## src/rtl/alu_ctrl_pkg.sv

```systemverilog
// Shared encodings for the EX-stage ALU control unit and its multiply/divide engine.
package alu_ctrl_pkg;

  localparam logic [3:0] OpAnd  = 4'b0000;
  localparam logic [3:0] OpOr   = 4'b0001;
  localparam logic [3:0] OpXor  = 4'b0010;
  localparam logic [3:0] OpAdd  = 4'b0011;
  localparam logic [3:0] OpSll  = 4'b0100;
  localparam logic [3:0] OpSrl  = 4'b0101;
  localparam logic [3:0] OpSub  = 4'b0110;
  localparam logic [3:0] OpSra  = 4'b0111;
  localparam logic [3:0] OpSlt  = 4'b1000;
  localparam logic [3:0] OpSltu = 4'b1001;
  localparam logic [3:0] OpBeq  = 4'b1010;
  localparam logic [3:0] OpBne  = 4'b1011;
  localparam logic [3:0] OpBlt  = 4'b1100;
  localparam logic [3:0] OpBge  = 4'b1101;
  localparam logic [3:0] OpBltu = 4'b1110;
  localparam logic [3:0] OpBgeu = 4'b1111;

  localparam logic [1:0] AluOpMem    = 2'b00;
  localparam logic [1:0] AluOpBranch = 2'b01;
  localparam logic [1:0] AluOpRType  = 2'b10;
  localparam logic [1:0] AluOpJump   = 2'b11;

  localparam logic [6:0] F7Base   = 7'b0000000;
  localparam logic [6:0] F7Alt    = 7'b0100000;
  localparam logic [6:0] F7MulDiv = 7'b0000001;

  localparam logic [2:0] MdMul    = 3'b000;
  localparam logic [2:0] MdMulh   = 3'b001;
  localparam logic [2:0] MdMulhsu = 3'b010;
  localparam logic [2:0] MdMulhu  = 3'b011;
  localparam logic [2:0] MdDiv    = 3'b100;
  localparam logic [2:0] MdDivu   = 3'b101;
  localparam logic [2:0] MdRem    = 3'b110;
  localparam logic [2:0] MdRemu   = 3'b111;

  typedef enum logic [2:0] {StIdle, StPrep, StRun, StFix, StDone} md_state_t;

endpackage

```

## src/rtl/muldiv_iter.sv

```systemverilog
// Iterative radix-2 multiply/divide engine: sign-magnitude prep, DataWidth shift steps,
// then sign fix-up and result selection.
module muldiv_iter
  import alu_ctrl_pkg::*;
#(
  parameter int unsigned DataWidth = 32
) (
  input  logic                 clk,
  input  logic                 reset,
  input  logic                 start_i,
  input  logic                 flush_i,
  input  logic [2:0]           funct3_i,
  input  logic [DataWidth-1:0] op_a_i,
  input  logic [DataWidth-1:0] op_b_i,
  output logic                 idle_o,
  output logic                 busy_o,
  output logic                 done_o,
  output logic [DataWidth-1:0] result_o
);

  localparam int unsigned W    = DataWidth;
  localparam int unsigned CntW = $clog2(DataWidth);

  md_state_t       state_q, state_d;
  logic [CntW-1:0] cnt_q;
  logic [2:0]      f3_q;
  logic [W-1:0]    a_q, b_q, hi_q, lo_q, mcand_q, result_q;
  logic            neg_q, rneg_q;

  logic            is_div, a_neg, b_neg, div_zero, div_ovf, special;
  logic [W-1:0]    a_mag, b_mag, special_res, step_hi, step_lo, fix_res, quo, rem;
  logic [W:0]      mul_sum, div_shift, div_diff;
  logic [2*W-1:0]  prod;

  assign is_div   = f3_q[2];
  assign a_neg    = a_q[W-1] & (f3_q == MdMulh || f3_q == MdMulhsu || f3_q == MdDiv ||
                                f3_q == MdRem);
  assign b_neg    = b_q[W-1] & (f3_q == MdMulh || f3_q == MdDiv || f3_q == MdRem);
  assign a_mag    = a_neg ? -a_q : a_q;
  assign b_mag    = b_neg ? -b_q : b_q;
  assign div_zero = is_div & ~|b_q;
  assign div_ovf  = (f3_q == MdDiv || f3_q == MdRem) && a_q == {1'b1, {(W-1){1'b0}}} &&
                    b_q == '1;
  assign special  = div_zero | div_ovf;

  // f3[1] distinguishes remainder from quotient within the divide group.
  always_comb begin
    if (div_zero) special_res = f3_q[1] ? a_q : '1;
    else          special_res = f3_q[1] ? '0 : a_q;
  end

  // One iteration: shift-add for multiply, restoring subtract for divide, on {hi, lo}.
  always_comb begin
    mul_sum   = {1'b0, hi_q} + ({(W+1){lo_q[0]}} & {1'b0, mcand_q});
    div_shift = {hi_q, lo_q[W-1]};
    div_diff  = div_shift - {1'b0, mcand_q};
    if (!is_div) begin
      step_hi = mul_sum[W:1];
      step_lo = {mul_sum[0], lo_q[W-1:1]};
    end else if (div_diff[W]) begin
      step_hi = div_shift[W-1:0];
      step_lo = {lo_q[W-2:0], 1'b0};
    end else begin
      step_hi = div_diff[W-1:0];
      step_lo = {lo_q[W-2:0], 1'b1};
    end
  end

  always_comb begin
    prod = neg_q ? -{hi_q, lo_q} : {hi_q, lo_q};
    quo  = neg_q ? -lo_q : lo_q;
    rem  = rneg_q ? -hi_q : hi_q;
    case (f3_q)
      MdMul:                     fix_res = prod[W-1:0];
      MdMulh, MdMulhsu, MdMulhu: fix_res = prod[2*W-1:W];
      MdDiv, MdDivu:             fix_res = quo;
      default:                   fix_res = rem;
    endcase
  end

  always_ff @(posedge clk or posedge reset) begin
    if (reset) state_q <= StIdle;
    else       state_q <= state_d;
  end

  always_comb begin
    state_d = state_q;
    case (state_q)
      StIdle:  if (start_i) state_d = StPrep;
      StPrep:  state_d = special ? StDone : StRun;
      StRun:   if (cnt_q == CntW'(W - 1)) state_d = StFix;
      StFix:   state_d = StDone;
      StDone:  state_d = StIdle;
      default: state_d = StIdle;
    endcase
    if (flush_i && state_q != StIdle) state_d = StIdle;
  end

  always_comb begin
    idle_o   = (state_q == StIdle);
    busy_o   = (state_q == StPrep) || (state_q == StRun) || (state_q == StFix);
    done_o   = (state_q == StDone);
    result_o = result_q;
  end

  always_ff @(posedge clk or posedge reset) begin
    if (reset) begin
      cnt_q    <= '0;
      f3_q     <= '0;
      a_q      <= '0;
      b_q      <= '0;
      hi_q     <= '0;
      lo_q     <= '0;
      mcand_q  <= '0;
      result_q <= '0;
      neg_q    <= 1'b0;
      rneg_q   <= 1'b0;
    end else begin
      case (state_q)
        StIdle: if (start_i) begin
          a_q  <= op_a_i;
          b_q  <= op_b_i;
          f3_q <= funct3_i;
        end
        StPrep: begin
          hi_q    <= '0;
          lo_q    <= a_mag;
          mcand_q <= b_mag;
          neg_q   <= a_neg ^ b_neg;
          rneg_q  <= a_neg;
          cnt_q   <= '0;
          if (special && !flush_i) result_q <= special_res;
        end
        StRun: begin
          hi_q  <= step_hi;
          lo_q  <= step_lo;
          cnt_q <= cnt_q + CntW'(1);
        end
        StFix: if (!flush_i) result_q <= fix_res;
        default: ;
      endcase
    end
  end

endmodule

```

## src/rtl/alu_md_controller.sv

```systemverilog
// EX-stage ALU control: decodes ALUOp/Funct3/Funct7 into Operation and sequences
// RV32M operations on the iterative engine, stalling the pipeline while it runs.
module alu_md_controller
  import alu_ctrl_pkg::*;
#(
  parameter int unsigned DATA_WIDTH = 32,
  parameter int unsigned OP_WIDTH   = 4,
  parameter int unsigned M_EXT_EN   = 1
) (
  input  logic                  clk,
  input  logic                  reset,
  input  logic                  valid_i,
  input  logic                  flush_i,
  input  logic [1:0]            ALUOp,
  input  logic                  IsRType,
  input  logic [6:0]            Funct7,
  input  logic [2:0]            Funct3,
  input  logic [DATA_WIDTH-1:0] src_a,
  input  logic [DATA_WIDTH-1:0] src_b,
  output logic [OP_WIDTH-1:0]   Operation,
  output logic                  md_sel_o,
  output logic                  stall_o,
  output logic [DATA_WIDTH-1:0] md_result_o,
  output logic                  md_done_o
);

  logic       md_op, start, md_idle, md_busy;
  logic [3:0] op_code;

  assign md_op = (M_EXT_EN != 0) && ALUOp == AluOpRType && IsRType && Funct7 == F7MulDiv;

  always_comb begin
    op_code = OpAdd;
    case (ALUOp)
      AluOpBranch: begin
        case (Funct3)
          3'b000:  op_code = OpBeq;
          3'b001:  op_code = OpBne;
          3'b100:  op_code = OpBlt;
          3'b101:  op_code = OpBge;
          3'b110:  op_code = OpBltu;
          3'b111:  op_code = OpBgeu;
          default: op_code = OpAdd;
        endcase
      end
      AluOpRType: begin
        if (!md_op) begin
          case (Funct3)
            3'b000:  op_code = (IsRType && Funct7 == F7Alt) ? OpSub : OpAdd;
            3'b001:  op_code = OpSll;
            3'b010:  op_code = OpSlt;
            3'b011:  op_code = OpSltu;
            3'b100:  op_code = OpXor;
            3'b101:  op_code = (Funct7 == F7Alt) ? OpSra : OpSrl;
            3'b110:  op_code = OpOr;
            default: op_code = OpAnd;
          endcase
        end
      end
      default: op_code = OpAdd;
    endcase
  end

  always_comb begin
    Operation      = '0;
    Operation[3:0] = op_code;
  end

  if (M_EXT_EN != 0) begin : g_md
    muldiv_iter #(
      .DataWidth (DATA_WIDTH)
    ) u_muldiv (
      .clk      (clk),
      .reset    (reset),
      .start_i  (start),
      .flush_i  (flush_i),
      .funct3_i (Funct3),
      .op_a_i   (src_a),
      .op_b_i   (src_b),
      .idle_o   (md_idle),
      .busy_o   (md_busy),
      .done_o   (md_done_o),
      .result_o (md_result_o)
    );
  end else begin : g_no_md
    assign md_idle     = 1'b1;
    assign md_busy     = 1'b0;
    assign md_done_o   = 1'b0;
    assign md_result_o = '0;
  end

  assign start = md_idle & valid_i & md_op & ~flush_i;

  // Gated by reset so the pipeline is never frozen while reset is held.
  assign stall_o  = ~reset & (start | md_busy);
  assign md_sel_o = ~reset & md_op & valid_i;

endmodule

```

## config.mk

```make
export PLATFORM = sky130hd
export DESIGN_NAME = alu_md_controller
export DESIGN_NICKNAME = d
export VERILOG_FILES = /design/src/rtl/alu_ctrl_pkg.sv /design/src/rtl/muldiv_iter.sv /design/src/rtl/alu_md_controller.sv
export SDC_FILE = /design/constraint.sdc
export NUM_CORES = 1
export LEC_CHECK = 0
export ABC_AREA = 1
export CORE_ASPECT_RATIO = 1.25
export CORE_MARGIN = 2
export CORE_UTILIZATION = 55
export DETAILED_ROUTE_END_ITERATION = 6
export PLACE_DENSITY = 0.78
export SYNTH_ARGS = -nofsm -noshare
export SYNTH_HDL_FRONTEND = slang
export SYNTH_SLANG_ARGS = --single-unit
```

## constraint.sdc

```tcl
create_clock -name clk -period 6.7 [get_ports clk]
set_input_delay 0.67 -clock clk [delete_from_list [all_inputs] [get_ports clk]]
set_output_delay 0.67 -clock clk [all_outputs]
set_load 0.005 [all_outputs]
```

==> impl_summary.log, run 1 <==
INFO  metric final_net_count = 3525
INFO  metric dominant_combinational_cell_family_by_area_after_synthesis = simple AND/OR/NAND/NOR gates
INFO  metric route.antenna.remaining_nets = 0
INFO  metric drt_wl_total = 84.0 mm
INFO  metric cp_common_cell = clkdlybuf4s50_1
INFO  metric cts_num_sinks = 205
INFO  metric cts.root.buffer_cell = clkbuf_16
INFO  metric core_area = 36000 um2
INFO  metric syn_avg_cell_area = 6.00 um2
INFO  metric layout_common_cells = nand2_1, inv_1, nor2_1
INFO  metric synth-compound-area-share = 0.129
INFO  metric number_of_antenna_violations_at_the_first_check_in_global_routing = 0
INFO  metric grt_usage = 0.441
INFO  metric dr.first_iter.drc_count = 2513
INFO  metric fill_cells = 3371
INFO  metric cts.repair.resized = 0
INFO  metric weighted_congestion_at_the_end_of_routability_driven_global_placement = 1.09
INFO  metric pin_count_of_the_biggest_net_entering_global_routing = 136
INFO  metric dp.final_hpwl = 64.3 mm
INFO  metric clk_pin_slew = 0.06 ns
INFO  metric buffer_count_from_post_cts_setup_fixing = 0
INFO  metric power.leakage = 12.1 nW
INFO  metric period_minus_slack = 4.44 ns
INFO  metric synth_top_flop_cell = dfrtp_1
INFO  metric place.port_buffers = 119
INFO  metric yosysSeqAreaShare = 0.257
INFO  metric slew_headroom = 0.239
INFO  metric cp_cell_sequence = clkdlybuf4s50_1 > inv_1 > ha_1 > nand2_1 > nor4_2 > nand3_4 > a31oi_1 > clkdlybuf4s50_1
INFO  metric grt_pass1_wl = 128 mm
INFO  metric via_count = 23000
INFO  metric finish.utilization = 0.617
INFO  metric run_status = finished, final reports clean
INFO  metric critPathMaxStageDelay = 0.88 ns
INFO  metric cp_slowest_cell = nand3_4
INFO  metric global_route.overflow_total = 0
INFO  metric cts-buffers-inserted = 24
INFO  metric antennaDiodeCount = 0
INFO  metric mappedNetlistArea = 19900 um2
INFO  metric synth_async_sr_flop_share = 1.00
INFO  metric sum_of_negative_setup_slack = 0 ns
INFO  metric wl_per_cell = 21.7 um
INFO  metric die_height = 217 um
INFO  metric tritoncts = built
INFO  metric arrival = 3.77 ns
INFO  metric yosysTopAreaCellShare = 0.257
INFO  metric post_synthesis_xor_xnor_area_fraction = 0.0263
INFO  metric die_footprint = 37800 um2
INFO  metric num_ports = 120
INFO  metric starting_density_of_the_core = 0.554
INFO  metric rsz0062_at_grt = no
INFO  metric max-clock-path-buffers = 3
INFO  metric max-vdd-ir-drop = 276 uV
INFO  metric residual_drc = 0
INFO  metric yosysTopAreaCell = dfrtp_1
INFO  metric mux_share_of_post_synthesis_cell_area = 0.0361
INFO  metric final_common_cell = nand2_1
INFO  metric crit_path_start_kind = primary input
INFO  metric drt-vias-per-instance = 5.95
INFO  metric power.density = 261 nW/um2
INFO  metric vias_in_the_first_global_route = 22400
INFO  metric final.period_utilization = 0.663
INFO  metric cts_max_level = 1
INFO  metric clock_latency = 0.56 ns
INFO  metric synth_cells = 3322
INFO  metric tightest_hold_check_type = register to register
INFO  metric synthAdderAreaFrac = 0.0478
INFO  metric max_freq = 225 MHz
INFO  metric synthToLayoutAreaGrowth = 11.4%
INFO  metric cap_violations = 0
INFO  metric number_of_flops_mapped_to_enable_cells_by_yosys = 0
INFO  metric timing.clock.skew = 0.0159 ns
INFO  metric finalSetupViolations = 0
INFO  metric synth_nets = 3478
INFO  metric ys_seq_elements = 205
INFO  metric max_slew.worst_pin.slew = 1.14 ns
INFO  metric synthDistinctLibCells = 57
INFO  metric path_class = primary input to output pin
INFO  metric final_layout_size_suffix_gt1_frac = 0.0537
INFO  metric slew_viol_final = 0
INFO  metric timing.critical_path.fanout_max = 72
INFO  metric final_count_of_hold_timing_violations = 0
INFO  metric detail_route.first_pass.iterations = 6
INFO  metric critical_path_required = 6.03 ns
INFO  metric timing.critical_path.to_type = output pin
INFO  metric simple_gate_portion_of_the_synthesized_area = 0.390
INFO  metric cts.hold.buffers_added = 0
INFO  metric synth.area.top_cells = dfrtp_1, nand2_1, inv_1
INFO  metric stdcell_area = 22200 um2
INFO  metric row_count = 78
INFO  metric dpl-instance-area = 21400 um2
INFO  metric horizontal_die_dimension = 174 um
INFO  metric yosys_warnings = 0
[synth_stat cells (33+ instances only)]
master and number:
a21oi_1 175, a31oi_1 35, clkbuf_1 66, dfrtp_1 205, ha_1 73, inv_1 448
mux2_2 64, nand2_1 1119, nand3_1 304, nand4_1 33, nor2_1 312, nor3_1 33
o21ai_0 187, xor2_1 46
[layer usage]
layer / vias to the layer above / GRT usage / routed length [um]
li1: 10700 / - / -
met1: 10500 / 0.462 / 28100
met2: 1399 / 0.754 / 39400
met3: 437 / 0.0611 / 6510
met4: 0 / 0.427 / 9930
met5: - / 0 / 0
[path summary, 6_finish.rpt]
path	depth (start not counted)	to	slack, ns	startpoint
hold reg to reg	1	g_md.u_muldiv.cnt_q[3]$_DFFE_PP0P_	0.48	g_md.u_muldiv.cnt_q[3]$_DFFE_PP0P_
max in group asynchronous	3	g_md.u_muldiv.result_o[26]$_DFFE_PP0P_	4.42	reset
hold / removal	1	g_md.u_muldiv.cnt_q[3]$_DFFE_PP0P_	0.48	g_md.u_muldiv.cnt_q[3]$_DFFE_PP0P_
setup / recovery	8	stall_o	2.26	ALUOp[0]
setup reg to reg	10	g_md.u_muldiv.lo_q[25]$_DFFE_PP0P_	2.60	g_md.u_muldiv.f3_q[1]$_DFFE_PP0P_
min in group asynchronous	2	g_md.u_muldiv.a_q[30]$_DFFE_PP0P_	0.80	reset
[critical path: cells and delay by family]
kind                       cells  cell delay, ns
AOI/OAI and AO/OA              1            0.40
and+or+nand+nor                3            1.43
adders and majority gates      1            0.24
buffers and inverters          3            1.03
[where the power goes]
part           internal [mW]  total [mW]  switching, mW
Sequential              1.37        1.63          0.252
Combinational          0.743        2.75           2.00
Clock                  0.835        1.42          0.588
Total                   2.95        5.79           2.84
[stage by stage]
| step | worst slack (ns) | hold WS, ns | power (mW) | std cells |
|---|---|---|---|---|
| floorplan | 0.434 | 0.440 | 3.35 | 3322 |
| global placement | 2.42 | 0.456 | 4.22 | 3823 |
| detailed placement | 2.25 | 0.464 | 4.26 | 3823 |
| CTS | 2.24 | 0.479 | 5.68 | 3867 |
| global route | 1.99 | 0.501 | 6.04 | 3867 |
| finish | 2.26 | 0.481 | 5.79 | 3867 |
[layout make-up]
cell class	count	area, um2	area share
Clock buffer	33	684	0.0308
Clock inverter	11	155	0.00698
Inverter	460	1740	0.0783
Multi-Input combinational cell	2542	12600	0.567
Sequential cell	205	5130	0.231
Tap cell	480	601	0.0270
Timing Repair Buffer	136	1320	0.0594
[cells by family (layout without fill, tap and decap cells)]
logic type | Yosys count | after routing
simple gates | 1870 | 1870
buf+inv | 575 | 640
compound gates | 473 | 473
flops | 205 | 205
fa+ha+maj | 75 | 75
mux | 64 | 64
xor+xnor | 60 | 60
[flip-flops by register name, indices dropped and copies added, names as in the netlist]
signal,cells
g_md.u_muldiv.rneg_q,1
g_md.u_muldiv.cnt_q,5
g_md.u_muldiv.mcand_q,32
g_md.u_muldiv.neg_q,1
g_md.u_muldiv.a_q,32
g_md.u_muldiv.result_o,32
g_md.u_muldiv.state_q,3
g_md.u_muldiv.b_q,32
g_md.u_muldiv.hi_q,32
g_md.u_muldiv.f3_q,3
g_md.u_muldiv.lo_q,32
(Power assumes the default switching activity.)
==> run 2, diff against run 1 <==
--- a/config.mk
+++ b/config.mk
@@ -10,7 +10,7 @@
 export CORE_MARGIN = 2
 export CORE_UTILIZATION = 55
 export DETAILED_ROUTE_END_ITERATION = 6
-export PLACE_DENSITY = 0.78
+export PLACE_DENSITY = 0.75
 export SYNTH_ARGS = -nofsm -noshare
 export SYNTH_HDL_FRONTEND = slang
 export SYNTH_SLANG_ARGS = --single-unit
==> constraint.sdc (replaced) <==
create_clock -name clk -period 4.6 [get_ports clk]
set_input_delay 0.46 -clock clk [delete_from_list [all_inputs] [get_ports clk]]
set_output_delay 0.46 -clock clk [all_outputs]
set_load 0.005 [all_outputs]
==> run 2 against run 1 <==
  * Sequential cell count stayed put
  * Highest routed layer is now met5
  * Critical path type is now register to register
  * Final area is 0.45% higher
  * Sequential share of layout area is 0.10 points lower
  * Final cell count is 0.23% higher
==> impl_summary.log, run 2 (same netlist as run 1, synthesis figures left out) <==
INFO  metric weighted_congestion_at_the_end_of_routability_driven_global_placement = 1.10 (was 1.09)
INFO  metric buffer_count_from_post_cts_setup_fixing = 0 (unchanged)
INFO  metric number_of_antenna_violations_at_the_first_check_in_global_routing = 2 (was 0)
INFO  metric place.detailed.instances = 3833 (was 3823)
INFO  metric die_footprint = 37800 um2 (unchanged)
INFO  metric via_count = 23800 (was 23000)
INFO  metric timing.clock.skew = 0.0116 ns (was 0.0159 ns)
INFO  metric cp_cell_sequence = inv_2 > buf_4 > nor4_1 > nand2_2 > nand3_2 > nand3_4 > clkinv_4 > nand3_1 > nand2_1 (was clkdlybuf4s50_1 > inv_1 > ha_1 > nand2_1 > nor4_2 > nand3_4 > a31oi_1 > clkdlybuf4s50_1)
INFO  metric tightest_hold_check_type = primary input to asynchronous set/reset pin (was register to register)
INFO  metric final_count_of_hold_timing_violations = 0 (unchanged)
INFO  metric cp_num_buf_inv = 3 (unchanged)
INFO  metric residual_drc = 0 (unchanged)
INFO  metric cts_num_sinks = 205 (unchanged)
INFO  metric final.period_utilization = 0.778
INFO  metric max_slew.worst_pin.slew = 0.991 ns (was 1.14 ns)
INFO  metric dp.final_hpwl = 66.2 mm (was 64.3 mm)
INFO  metric critical_path_required = 5.11 ns (was 6.03 ns)
INFO  metric slew_viol_final = 0 (unchanged)
INFO  metric grt_usage = 0.459 (was 0.441)
INFO  metric dr.first_iter.drc_count = 2729 (was 2513)
INFO  metric horizontal_die_dimension = 174 um (unchanged)
INFO  metric period_minus_slack = 3.58 ns
INFO  metric post_layout_nonfiller_instances = 3876 (was 3867)
INFO  metric route.antenna.remaining_nets = 0 (unchanged)
INFO  metric core_area = 36000 um2 (unchanged)
INFO  metric timing.critical_path.fanout_max = 71 (was 72)
INFO  metric cts-buffers-inserted = 23 (was 24)
INFO  metric power.leakage = 12.2 nW (was 12.1 nW)
INFO  metric layout_common_cells = nand2_1, inv_1, nor2_1 (unchanged)
INFO  metric power.density = 380 nW/um2 (was 261 nW/um2)
INFO  metric clock_latency = 0.57 ns (was 0.56 ns)
INFO  metric wl_per_cell = 22.5 um (was 21.7 um)
INFO  metric worst-r2r-setup-slack = 1.02 ns (was 2.60 ns)
INFO  metric slew_headroom = 0.339 (was 0.239)
INFO  metric cts.repair.resized = 0 (unchanged)
INFO  metric num_ports = 120 (unchanged)
INFO  metric cts_max_level = 1 (unchanged)
INFO  metric cp_slowest_cell = dfrtp_2 (was nand3_4)
INFO  metric cap_violations = 0 (unchanged)
INFO  metric cts.hold.buffers_added = 0 (unchanged)
INFO  metric synthToLayoutAreaGrowth = 11.9% (was 11.4%)
INFO  metric sum_of_negative_setup_slack = 0 ns (unchanged)
INFO  metric finalSetupViolations = 0 (unchanged)
INFO  metric final_common_cell = nand2_1 (unchanged)
INFO  metric setup_ws = 1.02 ns (was 2.26 ns)
INFO  metric tritoncts = built (unchanged)
INFO  metric place.port_buffers = 119 (unchanged)
INFO  metric max_freq = 279 MHz
INFO  metric rsz0062_at_grt = no (unchanged)
INFO  metric crit_path_start_kind = register (was primary input)
INFO  metric global_route.overflow_total = 0 (unchanged)
INFO  metric starting_density_of_the_core = 0.554 (unchanged)
INFO  metric critPathMaxStageDelay = 0.66 ns (was 0.88 ns)
INFO  metric row_count = 78 (unchanged)
INFO  metric cts.root.buffer_cell = clkbuf_16 (unchanged)
INFO  metric die_height = 217 um (unchanged)
INFO  metric max-vdd-ir-drop = 463 uV (was 276 uV)
INFO  metric timing.critical_path.to_type = register (was output pin)
INFO  metric arrival = 4.08 ns (was 3.77 ns)
INFO  metric drt-vias-per-instance = 6.13 (was 5.95)
INFO  metric critical_path.top_delay_family = simple AND/OR/NAND/NOR gates (unchanged)
INFO  metric final_layout_size_suffix_gt1_frac = 0.0560 (was 0.0537)
INFO  metric max-clock-path-buffers = 3 (unchanged)
INFO  metric run_status = finished, final reports clean (unchanged)
INFO  metric path_class = register to register (was primary input to output pin)
INFO  metric detail_route.first_pass.iterations = 7 (was 6)
INFO  metric vias_in_the_first_global_route = 23200 (was 22400)
INFO  metric drt_wl_total = 87.1 mm (was 84.0 mm)
INFO  metric pin_count_of_the_biggest_net_entering_global_routing = 146 (was 136)
INFO  metric final_net_count = 3534 (was 3525)
INFO  metric detailedPlace.worstSlack = 1.17 ns (was 2.25 ns)
INFO  metric grt_pass1_wl = 133 mm (was 128 mm)
INFO  metric clk_pin_slew = 0.06 ns (about the same)
-- run 2: layer usage --
layer,vias to the layer above,track usage,share of wire
met5,-,0,0.00021
met4,2,0.421,0.11
met3,564,0.0996,0.092
met2,1635,0.778,0.46
met1,10800,0.473,0.33
li1,10700,-,-
-- run 2: area by class of cell --
class | count | area [um2]
diodes | 1 | 2.50
clock buffers | 33 | 673
clock inverters | 9 | 188
fillers | 3330 | 13700
inverters | 460 | 1740
multi-input cells | 2542 | 12600
flip-flops and latches | 205 | 5130
well taps | 480 | 601
repair buffers | 146 | 1410
-- run 2: path summary, 6_finish.rpt --
path | start | to | cells after the start
min reg2reg | g_md.u_muldiv.result_o[21]$_DFFE_PP0P_ | g_md.u_muldiv.result_o[21]$_DFFE_PP0P_ | 2
max reg2reg | g_md.u_muldiv.f3_q[2]$_DFFE_PP0P_ | g_md.u_muldiv.result_o[15]$_DFFE_PP0P_ | 9
max | g_md.u_muldiv.f3_q[2]$_DFFE_PP0P_ | g_md.u_muldiv.result_o[15]$_DFFE_PP0P_ | 9
min | reset | g_md.u_muldiv.b_q[1]$_DFFE_PP0P_ | 2
min in group clk | g_md.u_muldiv.result_o[21]$_DFFE_PP0P_ | g_md.u_muldiv.result_o[21]$_DFFE_PP0P_ | 2
max in group asynchronous | reset | g_md.u_muldiv.lo_q[20]$_DFFE_PP0P_ | 3
-- run 2: metrics by stage --
| stage | cell area [um2] | hold slack, ns | utilization | power, mW |
|---|---|---|---|---|
| 2_1_floorplan | 20000 | 0.440 | - | 4.88 |
| 3_3_place_gp | 21500 | 0.456 | 0.596 | 6.07 |
| 3_5_place_dp | 21500 | 0.465 | 0.596 | 6.12 |
| 4_1_cts | 22300 | 0.424 | 0.620 | 8.26 |
| 5_1_grt | 22300 | 0.472 | 0.620 | 8.87 |
| 6_report | 22300 | 0.409 | 0.620 | 8.49 |
-- run 2: report_power, final --
part / leakage (nW) / switching (mW) / internal [mW] / total [mW]
sequential: 2.80 / 0.355 / 2.00 / 2.36
clock: 0.420 / 0.857 / 1.30 / 2.16
combinational: 8.94 / 2.88 / 1.09 / 3.97
